$ cat config.mk
export PLATFORM = sky130hd
export DESIGN_NAME = boundary_fifo_arbiter
export DESIGN_NICKNAME = d
export VERILOG_FILES = /design/src/rtl/boundary_fifo_arbiter.sv
export SDC_FILE = /design/constraint.sdc
export NUM_CORES = 1
export LEC_CHECK = 0
export ABC_AREA = 1
export CAP_MARGIN = 20
export CORE_AREA = 2 2 183 185
export CTS_CLUSTER_SIZE = 25
export DETAILED_ROUTE_END_ITERATION = 12
export DIE_AREA = 0 0 185 187
export GPL_TIMING_DRIVEN = 0
export PLACE_DENSITY = 0.68
export SYNTH_ARGS = -nofsm -noshare
export SYNTH_HDL_FRONTEND = slang
export SYNTH_SLANG_ARGS = --single-unit
$ cat constraint.sdc
create_clock -name clk -period 11.2 [get_ports clk]
set_clock_uncertainty 0.2 [all_clocks]
set_input_delay 2.8 -clock clk [delete_from_list [all_inputs] [get_ports clk]]
set_output_delay 2.8 -clock clk [all_outputs]
set_load 0.02 [all_outputs]
$ cat src/rtl/boundary_fifo_arbiter.sv
// boundary_fifo_arbiter: round-robin merge of the boundary-PU message FIFOs
// of one decoder half onto the single inter-FPGA link. Each granted message
// is tagged with its source FIFO index: out_data = {index, message}.
// Optional statistics counters are enabled by defining BOUNDARY_ARB_STATS_EN.
module boundary_fifo_arbiter #(
    parameter int FIFO_COUNT = 20,
    parameter int MSG_WIDTH  = 20,
    parameter int IDX_WIDTH  = $clog2(FIFO_COUNT)
) (
    input  logic                              clk,
    input  logic                              reset,
    input  logic                              new_round_start,
    input  logic [FIFO_COUNT*MSG_WIDTH-1:0]   in_data,
    input  logic [FIFO_COUNT-1:0]             in_valid,
    output logic [FIFO_COUNT-1:0]             in_ready,
    output logic [IDX_WIDTH+MSG_WIDTH-1:0]    out_data,
    output logic                              out_valid,
    input  logic                              out_ready,
`ifdef BOUNDARY_ARB_STATS_EN
    output logic [31:0]                       grant_count,
    output logic [31:0]                       stall_cycles,
`endif
    output logic                              busy
);

    localparam logic [IDX_WIDTH-1:0] LAST_IDX = IDX_WIDTH'(FIFO_COUNT - 1);
    localparam logic [IDX_WIDTH:0]   COUNT_W  = (IDX_WIDTH+1)'(FIFO_COUNT);

    logic [IDX_WIDTH-1:0] last_grant;
    logic [IDX_WIDTH-1:0] start_idx;
    logic [IDX_WIDTH-1:0] grant_idx;
    logic [IDX_WIDTH:0]   cand;
    logic                 grant_found;
    logic                 loadable;
    logic                 accept;
    logic [MSG_WIDTH-1:0] grant_msg;

    // Search starts just past the previous winner; wraps at FIFO_COUNT, not 2^IDX_WIDTH.
    assign start_idx = (last_grant == LAST_IDX) ? '0 : last_grant + 1'b1;

    // First valid FIFO at or after start_idx, modulo FIFO_COUNT.
    always_comb begin
        grant_found = 1'b0;
        grant_idx   = '0;
        cand        = '0;
        for (int k = 0; k < FIFO_COUNT; k++) begin
            cand = {1'b0, start_idx} + (IDX_WIDTH+1)'(k);
            if (cand >= COUNT_W)
                cand = cand - COUNT_W;
            if (!grant_found && in_valid[cand[IDX_WIDTH-1:0]]) begin
                grant_found = 1'b1;
                grant_idx   = cand[IDX_WIDTH-1:0];
            end
        end
    end

    assign grant_msg = in_data[grant_idx*MSG_WIDTH +: MSG_WIDTH];
    assign loadable  = !out_valid || out_ready;
    // A flush cycle never accepts input, so nothing is lost when the register is cleared.
    assign accept    = loadable && grant_found && !new_round_start && !reset;

    // One-hot ready towards the granted FIFO only.
    always_comb begin
        in_ready = '0;
        if (accept)
            in_ready[grant_idx] = 1'b1;
    end

    // Output register and round-robin pointer.
    always_ff @(posedge clk) begin
        if (reset) begin
            out_valid  <= 1'b0;
            out_data   <= '0;
            last_grant <= LAST_IDX;
        end else if (new_round_start) begin
            out_valid  <= 1'b0;
            last_grant <= LAST_IDX;
        end else if (loadable) begin
            if (grant_found) begin
                out_valid  <= 1'b1;
                out_data   <= {grant_idx, grant_msg};
                last_grant <= grant_idx;
            end else begin
                out_valid  <= 1'b0;
            end
        end
    end

    assign busy = out_valid || (|in_valid);

`ifdef BOUNDARY_ARB_STATS_EN
    // Link transfer and link stall counters, cleared at each decoding round.
    always_ff @(posedge clk) begin
        if (reset || new_round_start) begin
            grant_count  <= '0;
            stall_cycles <= '0;
        end else begin
            if (out_valid && out_ready)
                grant_count <= grant_count + 32'd1;
            if (out_valid && !out_ready)
                stall_cycles <= stall_cycles + 32'd1;
        end
    end
`endif

endmodule

==> metrics.cfg, run 1 <==
[status]
status = finished clean

[floorplanning]
initial_core_util_pct = 34.1
die_w_um = 185
io_pins = 471
core-area_um2 = 32900
fp.dieH_um = 187
die_area_um2 = 34600
fp-row-count = 67

[routing]
drtPass1Iterations = 6
met2_length_um = 30400
topRoutingLayerUsed = met5
wl_met3_um = 7570
avgRoutedWirePerCell_um = 20.7
ant_nets = 0
vias = 17300
routed_wirelength_um = 68100
viasPerCell = 5.27
drtIter0Drc = 1820
drc = 0
wl_met1_um = 26900

[setup_path]
cp.required_ns = 8.20
worst_setup_path_end_kind = output pin
start_kind = primary input
critical_path.slowest_cell = clkdlybuf4s50_1
worst-path-buf-inv = 8
max_stage_delay_ns = 0.62
worstPathMaxFanout = 10
path_delay_family = simple AND/OR/NAND/NOR gates
critical_path_class = in2out
cpMostUsedCell = nand3_1
worstPathArrival_ns = 7.95

[clock_network]
numCtsBuffers = 5
cts.sinks = 31
ctsHoldBuffers = 0
cts_root_buf = clkbuf_16
cts_tree = yes
path_clk_slew_ns = 0.05
clock_path_buffers = 2
clk_latency_ns = 0.28
cts-htree-levels = 2

[hold_path]
min_path_type = reg2reg

[sta]
rsz0062_at_grt = no
hold_viol = 0
worst_pin_slew_ns = 0.922
fin_crit_sh_pct = 97.8
maxSlewHeadroom_pct = 38.5
fin_crit_ns = 10.95
max_freq_mhz = 91.3
drv_slew = 0
setup_viol = 0

[global_route]
overflow = 0
grt_start_max_net_pins = 16
grt_pass1_wl_um = 97700
grt_pass1_vias = 15900
grt.total_usage_pct = 38.0
antenna_found_initial = 10

[cells_and_area]
multi_input_area_um2 = 9280
regArea_um2 = 621
nNetsFinal = 3297
stdcell_area_um2 = 16800
fillers = 3610
area_growth_pct = 50.0
drive_gt1_share_pct = 7.14

[logic_synthesis]
synthAdderAreaFrac_pct = 4.87
synth-seq-cells = 31
synth_common_cells = 1224 x nand2_1, 316 x nand3_1, 179 x inv_1
synth_top_family_by_area = simple AND/OR/NAND/NOR gates
synth_area_um2 = 11200
yosysTopAreaCellShare_pct = 41.1
synth-main-ff-cell = dfxtp_1
yosys_warnings = 0
synthCells = 2348
synthXorXnorAreaFrac_pct = 2.95
synth-compound-area-share_pct = 8.59
syn_area_per_cell_um2 = 4.77
yosysMostFrequentCell = nand2_1
synth_cell_type_count = 53
ys_seq_area_share_pct = 5.54
synth_simple_gate_area_share_pct = 65.2
syn_nets = 2815
yosys.area.top_type = nand2_1
yosys-mux-area-fraction_pct = 0.369
synth_edf_count = 0
synth.area.top_cells = nand2_1 41%, nand3_1 14%, inv_1 6.0%
synthArstFlopShare_pct = 0

[place]
dpl_cell_area_um2 = 16500
dpl.hpwl_um = 59300
port_buffers = 470
gp_congestion = 1.02

[run]
maxCapViolCount = 0

-- worst min-delay path: cells and delay by family, from the launching register on --
| family | cells | cell delay (ns) |
|---|---|---|
| buf+inv | 1 | 0.04 |
| flops | 1 | 0.31 |
| simple gates | 3 | 0.14 |
-- repair_timing --
| item | CTS | global route |
|---|---|---|
| gates resized for setup | 4 | 29 |
| pin swaps | 0 | 2 |
| setup buffers | 0 | 6 |
| endpoints found under the setup margin | 16 | 20 |
-- registers in the layout (all words and copies together), names as in the netlist --
name	flops
out_data	25
out_valid	1
last_grant	5
-- kinds of logic after synthesis --
group                    Yosys count
flip-flops                        31
AND/OR/NAND/NOR                 1744
multiplexers                       4
AO/OA/AOI/OAI                    169
buffers and inverters            324
XOR/XNOR                          33
adder cells (fa/ha/maj)           43
-- cell type report --
cell class | count | area share [%]
sequential | 31 | 3.70
inverter | 209 | 4.69
tap | 448 | 3.34
antenna | 8 | 0.119
multi-input combinational | 1993 | 55.3
clock inverter | 1 | 0.0447
clock buffer | 7 | 0.909
timing repair buffer | 476 | 28.3
buffer | 114 | 3.66
-- layer usage --
| metal | global-route usage, % | vias up |
|---|---|---|
| li1 | - | 8361 |
| met1 | 47.8 | 7894 |
| met3 | 11.2 | 127 |
| met4 | 16.4 | 4 |
| met2 | 60.0 | 937 |
| met5 | 0 | - |
-- cells in the final DEF (no fill, tap or decap), drive strengths merged --
cell	netlist	layout
xnor2	3	3
and3	1	1
xor2	30	30
o2111ai	1	1
nor2	128	128
a21oi	30	30
a32oi	2	2
o21a	2	2
nor3	11	11
nand3b	7	7
ha	42	42
nor4	3	3
fa	1	1
mux2	1	1
and2	1	1
diode	0	8
clkinvlp	0	2
o221ai	1	1
o22ai	2	2
nand4	27	27
clkdlybuf4s50	0	470
nand2	1240	1240
o21ai	107	107
a21boi	1	1
inv	205	205
nand3	326	326
mux2i	3	3
dfxtp	31	31
o21bai	3	3
clkinv	4	3
a31oi	3	3
o31ai	4	4
o211ai	12	12
buf	95	98
a211oi	1	1
clkbuf	20	29
-- stage by stage --
step                utilization, %  hold slack (ns)  instances  setup TNS [ns]  setup slack [ns]
CTS                           50.6            0.327       3274               0            0.0262
global placement              50.1            0.317       3266           -1.20            -0.124
floorplan                        -            0.309       2348               0              2.35
global route                  51.1            0.360       3283               0            0.0148
finish                        51.1            0.329       3287               0             0.251
detailed placement            50.1            0.316       3266           -1.26            -0.124
-- worst paths after layout --
kind	from	to	slack [ns]	cells after the start
worst min-delay path	out_data[19]$_SDFFE_PP0P_	out_data[19]$_SDFFE_PP0P_	0.33	4
worst max register to register	last_grant[1]$_SDFFE_PP1N_	out_data[13]$_SDFFE_PP0P_	3.45	43
worst min register to register	out_data[19]$_SDFFE_PP0P_	out_data[19]$_SDFFE_PP0P_	0.33	4
worst max-delay path	in_valid[1]	in_ready[14]	0.25	25
Power of run 1 is left out: the tool's default activity adds up to more than one toggle a clock period on the data nets, which glitch-free logic cannot reach.
==> inputs of run 2 (changes only) <==
--- a/config.mk
+++ b/config.mk
@@ -12,7 +12,7 @@
 export DETAILED_ROUTE_END_ITERATION = 12
 export DIE_AREA = 0 0 185 187
 export GPL_TIMING_DRIVEN = 0
-export PLACE_DENSITY = 0.68
+export PLACE_DENSITY = 0.76
 export SYNTH_ARGS = -nofsm -noshare
 export SYNTH_HDL_FRONTEND = slang
 export SYNTH_SLANG_ARGS = --single-unit
==> run 2 against run 1 <==
  * Clock-buffer cell count fell by 1
  * Critical path depth did not move
  * First-iteration DRC count fell by 4.7%
==> metrics.cfg, run 2 (synthesized netlist as in run 1, its figures left out) <==
[status]
status = finished clean

[sta]
fin_crit_ns = 10.90  ; -0.0486 ns
drv_slew = 0  ; unchanged
tns_ns = 0  ; unchanged
maxSlewHeadroom_pct = 52.1  ; +14 points
hold_viol = 0  ; unchanged
worst_pin_slew_ns = 0.712  ; -0.211 ns
setup_viol = 0  ; unchanged
max_freq_mhz = 91.7  ; +0.45%
fin_crit_sh_pct = 97.3  ; -0.43 points

[floorplanning]
die_area_um2 = 34600  ; unchanged
core-area_um2 = 32900  ; unchanged
fp.dieH_um = 187  ; unchanged
die_w_um = 185  ; unchanged
initial_core_util_pct = 34.1  ; unchanged
io_pins = 471  ; unchanged
fp-row-count = 67  ; unchanged

[run]
maxCapViolCount = 0  ; unchanged

[place]
dpl.hpwl_um = 58600  ; -1.1%
gp_congestion = 1.06  ; +3.8%
port_buffers = 470  ; unchanged

[setup_path]
critical_path.slowest_cell = clkdlybuf4s50_1
worstPathArrival_ns = 7.90  ; -0.05 ns
max_stage_delay_ns = 0.63  ; about the same
worst_r2r_endpoint = out_data[12]$_SDFFE_PP0P_
worstPathMaxFanout = 10  ; unchanged
worst_setup_path_end_kind = output pin
cp.required_ns = 8.20  ; about the same
ff2ff_path_depth = 44  ; +2.3%
ff2ff_setup_slack_ns = 3.62  ; +0.17 ns
cpMostUsedCell = nand3_1
start_kind = primary input
critical_path_class = in2out
startpoint = in_valid[3]
endpoint = in_ready[12]
regToRegStartpoint = last_grant[1]$_SDFFE_PP1N_

[global_route]
overflow = 0  ; unchanged
grt_pass1_vias = 15700  ; -1.7%
antenna_found_initial = 5  ; -5
grt_start_max_net_pins = 16  ; unchanged
grt_pass1_wl_um = 96300  ; -1.4%
grt.total_usage_pct = 37.5  ; -0.53 points

[clock_network]
clk_latency_ns = 0.29  ; about the same
cts-htree-levels = 2  ; unchanged
cts.sinks = 31  ; unchanged
path_clk_slew_ns = 0.06  ; about the same
numCtsBuffers = 5  ; unchanged
cts_tree = yes
cts_root_buf = clkbuf_16
clock_path_buffers = 2  ; unchanged

[cells_and_area]
reg.largest.list = out_data x25, last_grant x5, out_valid x1
final_cell_mix = 1222 x nand2_1, 470 x clkdlybuf4s50_1, 315 x nand3_1
drive_gt1_share_pct = 6.96  ; -0.17 points
regMostFlops = out_data
layout_commonest_cell = nand2_1
largest_reg_flops = 25  ; unchanged
area_growth_pct = 50.0  ; about the same
nNetsFinal = 3295  ; -0.061%

[routing]
vias = 17100  ; -1.1%
avgRoutedWirePerCell_um = 20.6  ; -0.65%
drtIter0Drc = 1734  ; -4.7%
ant_nets = 0  ; unchanged
viasPerCell = 5.22  ; -0.93%
drtPass1Iterations = 6  ; unchanged
routed_wirelength_um = 67500  ; -0.83%
drc = 0  ; unchanged

[hold_path]
min_path_type = reg2reg

[run 2: worst min path at each step]
stage	slack, ns	startpoint	depth (start not counted)	end
floorplan	0.31	last_grant[4]$_SDFFE_PP1N_	2	last_grant[4]$_SDFFE_PP1N_
global placement	0.28	out_data[23]$_SDFFE_PP0P_	2	out_data[23]$_SDFFE_PP0P_
detailed placement	0.29	out_data[23]$_SDFFE_PP0P_	2	out_data[23]$_SDFFE_PP0P_
CTS	0.30	out_data[23]$_SDFFE_PP0P_	2	out_data[23]$_SDFFE_PP0P_
global route	0.34	out_data[23]$_SDFFE_PP0P_	2	out_data[23]$_SDFFE_PP0P_
finish	0.30	out_data[23]$_SDFFE_PP0P_	2	out_data[23]$_SDFFE_PP0P_
[run 2: timing repair]
| item | CTS | global route |
|---|---|---|
| hold buffers | 0 | 0 |
| gates resized for setup | 6 | 28 |
| setup endpoints to repair | 17 | 20 |
| buffers inserted | 0 | 4 |
| pin swaps | 0 | 1 |
[run 2: layer usage]
| metal | vias up | wire, um | GRT usage (%) |
|---|---|---|---|
| met2 | 837 | 30900 | 61.4 |
| met4 | 2 | 3760 | 17.9 |
| met1 | 7806 | 26800 | 48.2 |
| met3 | 128 | 6060 | 5.02 |
| met5 | - | 12 | 0 |
| li1 | 8357 | - | - |
[run 2: area by class of cell]
cell class | instances | area [um^2]
Fill cell | 3627 | 16100
Multi-Input combinational cell | 1993 | 9290
Timing Repair Buffer | 474 | 4730
Inverter | 209 | 785
Sequential cell | 31 | 621
Buffer | 114 | 616
Tap cell | 448 | 561
Clock buffer | 6 | 139
Clock inverter | 2 | 35.0
Antenna cell | 4 | 10.0
[run 2: worst max-delay path, delay by kind of cell]
| kind | cells | cell delay, ns |
|---|---|---|
| AOI/OAI and AO/OA | 3 | 0.63 |
| buffers and inverters | 8 | 2.03 |
| and+or+nand+nor | 14 | 2.42 |
[run 2: per-stage QoR]
step                      hold WS, ns  instances  cell area [um^2]  setup WS (ns)  utilization (%)
final                           0.301       3281             16800          0.300             51.1
after global routing            0.335       3280             16800        -0.0407             51.1
after CTS                       0.303       3274             16600        0.00861             50.6
after detailed placement        0.288       3266             16500         -0.300             50.1
after global placement          0.284       3266             16500         -0.237             50.1
after floorplan                 0.309       2348             11200           2.35                -
Power of run 2 is left out for the same reason.
